--- config.mk ---
export PLATFORM = sky130hd
export DESIGN_NAME = genius_seq_player
export DESIGN_NICKNAME = d
export VERILOG_FILES = /design/src/rtl/genius_seq_player.sv
export SDC_FILE = /design/constraint.sdc
export NUM_CORES = 1
export LEC_CHECK = 0
export CAP_MARGIN = 5
export CORE_UTILIZATION = 41
export DETAILED_ROUTE_END_ITERATION = 7
export PLACE_DENSITY_LB_ADDON = 0.2
export SETUP_SLACK_MARGIN = 0.2
export SLEW_MARGIN = 5
export SYNTH_ARGS = -nofsm -noshare
export SYNTH_HDL_FRONTEND = slang
export SYNTH_SLANG_ARGS = --single-unit
export TNS_END_PERCENT = 1
--- constraint.sdc ---
create_clock -name CLK -period 3.45 [get_ports CLK]
set_input_delay 0.69 -clock CLK [delete_from_list [all_inputs] [get_ports CLK]]
set_output_delay 0.69 -clock CLK [all_outputs]
set_load 0.005 [all_outputs]
--- src/rtl/genius_seq_player.sv ---
// Genius game playback stage: replays the first `level` colour nibbles
// of a captured sequence on the LEDs, MSB first, then pulses done.
module genius_seq_player #(
  parameter int N          = 64,
  parameter int ON_CYCLES  = 25_000_000,
  parameter int OFF_CYCLES = 12_500_000
) (
  input  logic         CLK,
  input  logic         R,
  input  logic         start,
  input  logic [4:0]   level,
  input  logic [N-1:0] seq,
  output logic [3:0]   leds,
  output logic         busy,
  output logic         done,
  output logic [3:0]   step
);

  localparam int MAXC = (ON_CYCLES > OFF_CYCLES) ?
                        ON_CYCLES : OFF_CYCLES;
  localparam int TW   = $clog2(MAXC + 1);

  localparam logic [4:0]    STEPS    = 5'(N / 4);
  localparam logic [TW-1:0] ON_LAST  = TW'(ON_CYCLES - 1);
  localparam logic [TW-1:0] OFF_LAST = TW'(OFF_CYCLES - 1);

  typedef enum logic [1:0] {
    IDLE,
    ON,
    OFF,
    DONE
  } state_t;

  state_t         state_q, state_d;
  logic [N-1:0]   shadow_q, shadow_d;
  logic [4:0]     lvl_q, lvl_d;
  logic [TW-1:0]  timer_q, timer_d;
  logic [3:0]     step_q, step_d;
  logic [3:0]     leds_q, leds_d;
  logic           busy_q, busy_d;
  logic           done_q, done_d;
  logic [N-1:0]   shifted;

  always_comb begin
    state_d  = state_q;
    shadow_d = shadow_q;
    lvl_d    = lvl_q;
    timer_d  = timer_q;
    step_d   = step_q;
    unique case (state_q)
      IDLE: begin
        if (start) begin
          shadow_d = seq;
          lvl_d    = (level > STEPS) ? STEPS : level;
          timer_d  = '0;
          step_d   = '0;
          state_d  = (lvl_d != 5'd0) ? ON : DONE;
        end
      end
      ON: begin
        if (timer_q == ON_LAST) begin
          timer_d = '0;
          state_d = OFF;
        end else begin
          timer_d = timer_q + 1'b1;
        end
      end
      OFF: begin
        if (timer_q == OFF_LAST) begin
          timer_d = '0;
          if ({1'b0, step_q} == lvl_q - 5'd1) begin
            step_d  = '0;
            state_d = DONE;
          end else begin
            step_d  = step_q + 4'd1;
            state_d = ON;
          end
        end else begin
          timer_d = timer_q + 1'b1;
        end
      end
      DONE: begin
        step_d  = '0;
        state_d = IDLE;
      end
      default: state_d = IDLE;
    endcase
  end

  // Outputs are registered from the next state so they track state_q.
  always_comb begin
    shifted = shadow_d << {step_d, 2'b00};
    leds_d  = (state_d == ON) ? shifted[N-1 -: 4] : 4'd0;
    busy_d  = (state_d != IDLE);
    done_d  = (state_d == DONE);
  end

  always_ff @(posedge CLK) begin
    if (R) begin
      state_q  <= IDLE;
      shadow_q <= '0;
      lvl_q    <= '0;
      timer_q  <= '0;
      step_q   <= '0;
      leds_q   <= '0;
      busy_q   <= 1'b0;
      done_q   <= 1'b0;
    end else begin
      state_q  <= state_d;
      shadow_q <= shadow_d;
      lvl_q    <= lvl_d;
      timer_q  <= timer_d;
      step_q   <= step_d;
      leds_q   <= leds_d;
      busy_q   <= busy_d;
      done_q   <= done_d;
    end
  end

  assign leds = leds_q;
  assign busy = busy_q;
  assign done = done_q;
  assign step = step_q;

endmodule
==> flow_metrics.env <==
export IMPL_grt_usage=0.241
export IMPL_hpwl_um=10800
export IMPL_cts_tree="built"
export IMPL_grt_max_degree=82
export IMPL_ant_nets=0
export IMPL_finalSetupViolations=0
export IMPL_core_um2=12700
export IMPL_cts_root_buffer="clkbuf_16"
export IMPL_overflow=0
export IMPL_synth_edff_count=0
export IMPL_ys_ff_latch=106
export IMPL_rsz0062_at_grt="yes"
export IMPL_die_area_um2=13600
export IMPL_worst_ep_required_time_ps=3710
export IMPL_synth_warning_count=0
export IMPL_cts_buffers=9
export IMPL_start_kind="register"
export IMPL_num_rows=41
export IMPL_totalWireLength_um=16100
export IMPL_cp_arrival_ps=3510
export IMPL_drtIter0Drc=376
export IMPL_irDropWorstVdd_uv=302
export IMPL_initial_utilization=0.424
export IMPL_slew_viol_final=0
export IMPL_firstDrtPassIters=5
export IMPL_synth_cell_types=70
export IMPL_synth_compound_area_frac=0.193
export IMPL_layout_drive_gt1_share=0.152
export IMPL_cts_htree_levels=3
export IMPL_place_inst=936
export IMPL_syn_area_um2=5400
export IMPL_synthToLayoutAreaGrowth_pct=33.1
export IMPL_wl_per_cell_um=16.5
export IMPL_cts_sinks=106
export IMPL_die_width_um=117
export IMPL_hold_violations=0
export IMPL_fin_crit_sh=0.943
export IMPL_synth_simple_area_share=0.285
export IMPL_n_antenna_cell=0
export IMPL_fillers=1223
export IMPL_post_route_drc_count=0
export IMPL_gp_congestion=0.893
export IMPL_ys_seq_area_frac=0.393
export IMPL_skew_ps=10.3
export IMPL_final_cell_mix="nand2_1, dfxtp_1, a21oi_1, clkdlybuf4s50_1, nor2_1"
export IMPL_via_per_inst=5.51
export IMPL_dpl_worst_slack_ps=-52.9
export IMPL_path_class="register to register"
export IMPL_ios=82
export IMPL_synth_area_top_cells="dfxtp_1, nand2_1, a21oi_1"
export IMPL_first_global_vias=5165
export IMPL_power_density_nw_per_um2=514
export IMPL_synth_top_family_by_area="simple AND/OR/NAND/NOR gates"
export IMPL_fmax_ghz=0.307
export IMPL_vias=5384
export IMPL_hold_class="register to register"
export IMPL_path_max_fanout=4
export IMPL_synth_nets=771
export IMPL_portBuffers=81
export IMPL_cts_buffer_depth=2
export IMPL_drv_cap=0
export IMPL_worst_slack_ps=195
export IMPL_leakage_nw=2.69
export IMPL_status="completed"
export IMPL_synth_cells=692
export IMPL_post_synth_top_area_cell="dfxtp_1"
export IMPL_synth_xor_area_frac=0.0292
export IMPL_cp_end_kind="register"
export IMPL_hold_slack_ps=459
export IMPL_synth_top_cell_area_share=0.393
export IMPL_post_route_min_period_ps=3260
export IMPL_clkSlewWorstSetupHoldPaths_ps=70
export IMPL_die_h_um=117
export IMPL_synthFlopType="dfxtp_1"
export IMPL_layout_commonest_cell="nand2_1"
export IMPL_hold_depth=2
export IMPL_worstSkewPairLatency_ps=360
export IMPL_final_cells=977
export IMPL_grt_pass1_wl_um=25500
export IMPL_synth_area_mux_share=0.0413
export IMPL_antenna_found_initial=0
export IMPL_async_reset_ff_frac=0
export IMPL_nNetsFinal=879
export IMPL_r2r_worst_path_cells=10
export IMPL_worstMarginPinSlew_ps=870
export IMPL_maxSlewHeadroom=0.420
export IMPL_synth_fa_ha_area_frac=0.0162
export IMPL_avgSynthCellArea_um2=7.80
[power by group]
part           internal, mW  switching, mW  leakage, nW
sequential             1.40         0.0911        0.867
combinational         0.480          0.677         1.67
clock                 0.581          0.464        0.149
total                  2.46           1.23         2.69
[through the flow]
step	utilization	TNS [ps]	cell area, um2	power, mW
4_1_cts	0.553	0	7030	3.66
3_5_place_dp	0.511	-90.0	6500	2.58
5_1_grt	0.565	0	7180	3.88
6_report	0.565	0	7180	3.69
3_3_place_gp	0.511	0	6500	2.56
2_1_floorplan	-	0	5400	2.20
[what timing repair did]
action / in CTS / in global routing
cloned: 4 / 1
gates resized for setup: 22 / 17
pin swaps: 15 / 19
setup buffers: 13 / 7
hold buffers: 0 / 0
setup endpoints to repair: 3 / 4
[layer usage]
| layer | global-route usage | routed length [um] |
|---|---|---|
| met3 | 0.0550 | 907 |
| met5 | 0 | 0 |
| met2 | 0.393 | 7460 |
| met1 | 0.324 | 7460 |
| met4 | 0.0574 | 266 |
[cell usage after synthesis, types with 7 or more instances]
library cell / instances
clkbuf_1: 24
xnor2_1: 8
nor3_1: 16
nor2_1: 51
mux2i_1: 11
o21ai_0: 21
nand3_1: 28
buf_2: 7
dfxtp_1: 106
buf_1: 7
xor2_1: 10
nand3b_1: 7
inv_1: 9
ha_1: 7
a21oi_1: 97
nand2_1: 165
[worst paths after layout]
path,startpoint,endpoint,slack [ps]
worst max-delay path,timer_q[5],leds[1],190
worst min-delay path,shadow_q[1],shadow_q[1],460
worst max register to register,timer_q[5],leds[1],190
worst min register to register,shadow_q[1],shadow_q[1],460
[kinds of logic (layout without fill, tap and decap cells)]
| kind of cell | after synthesis | after routing |
|---|---|---|
| buf+inv | 51 | 159 |
| simple gates | 325 | 330 |
| mux | 18 | 18 |
| compound gates | 167 | 167 |
| flops | 106 | 106 |
| fa+ha+maj | 7 | 7 |
| xor+xnor | 18 | 18 |
[flip-flops by register name (all words and copies together), names as in the netlist]
signal	cells
timer_q	25
shadow_q	64
step	4
state_q	2
lvl_q	5
busy	1
done	1
leds	4
[worst max-delay path, cell delays in order (launching register included)]
cell and delay, ps:
dfxtp_1 320, or4b_1 520, or4_4 580, o21ai_4 170
nand2_4 100, a32oi_4 270, nand2b_4 200, buf_4 110
nor3_1 50, or4_1 500, a2111oi_2 350
[layout make-up]
| type | instances | area [um2] | area share |
|---|---|---|---|
| inverter | 9 | 33.8 | 0.00470 |
| sequential | 106 | 2130 | 0.296 |
| clock buffer | 11 | 243 | 0.0338 |
| tap | 172 | 215 | 0.0300 |
| clock inverter | 5 | 53.8 | 0.00749 |
| multi-input combinational | 540 | 3260 | 0.454 |
| timing repair buffer | 134 | 1250 | 0.174 |
Note: power is estimated with default switching activity, not from simulation.
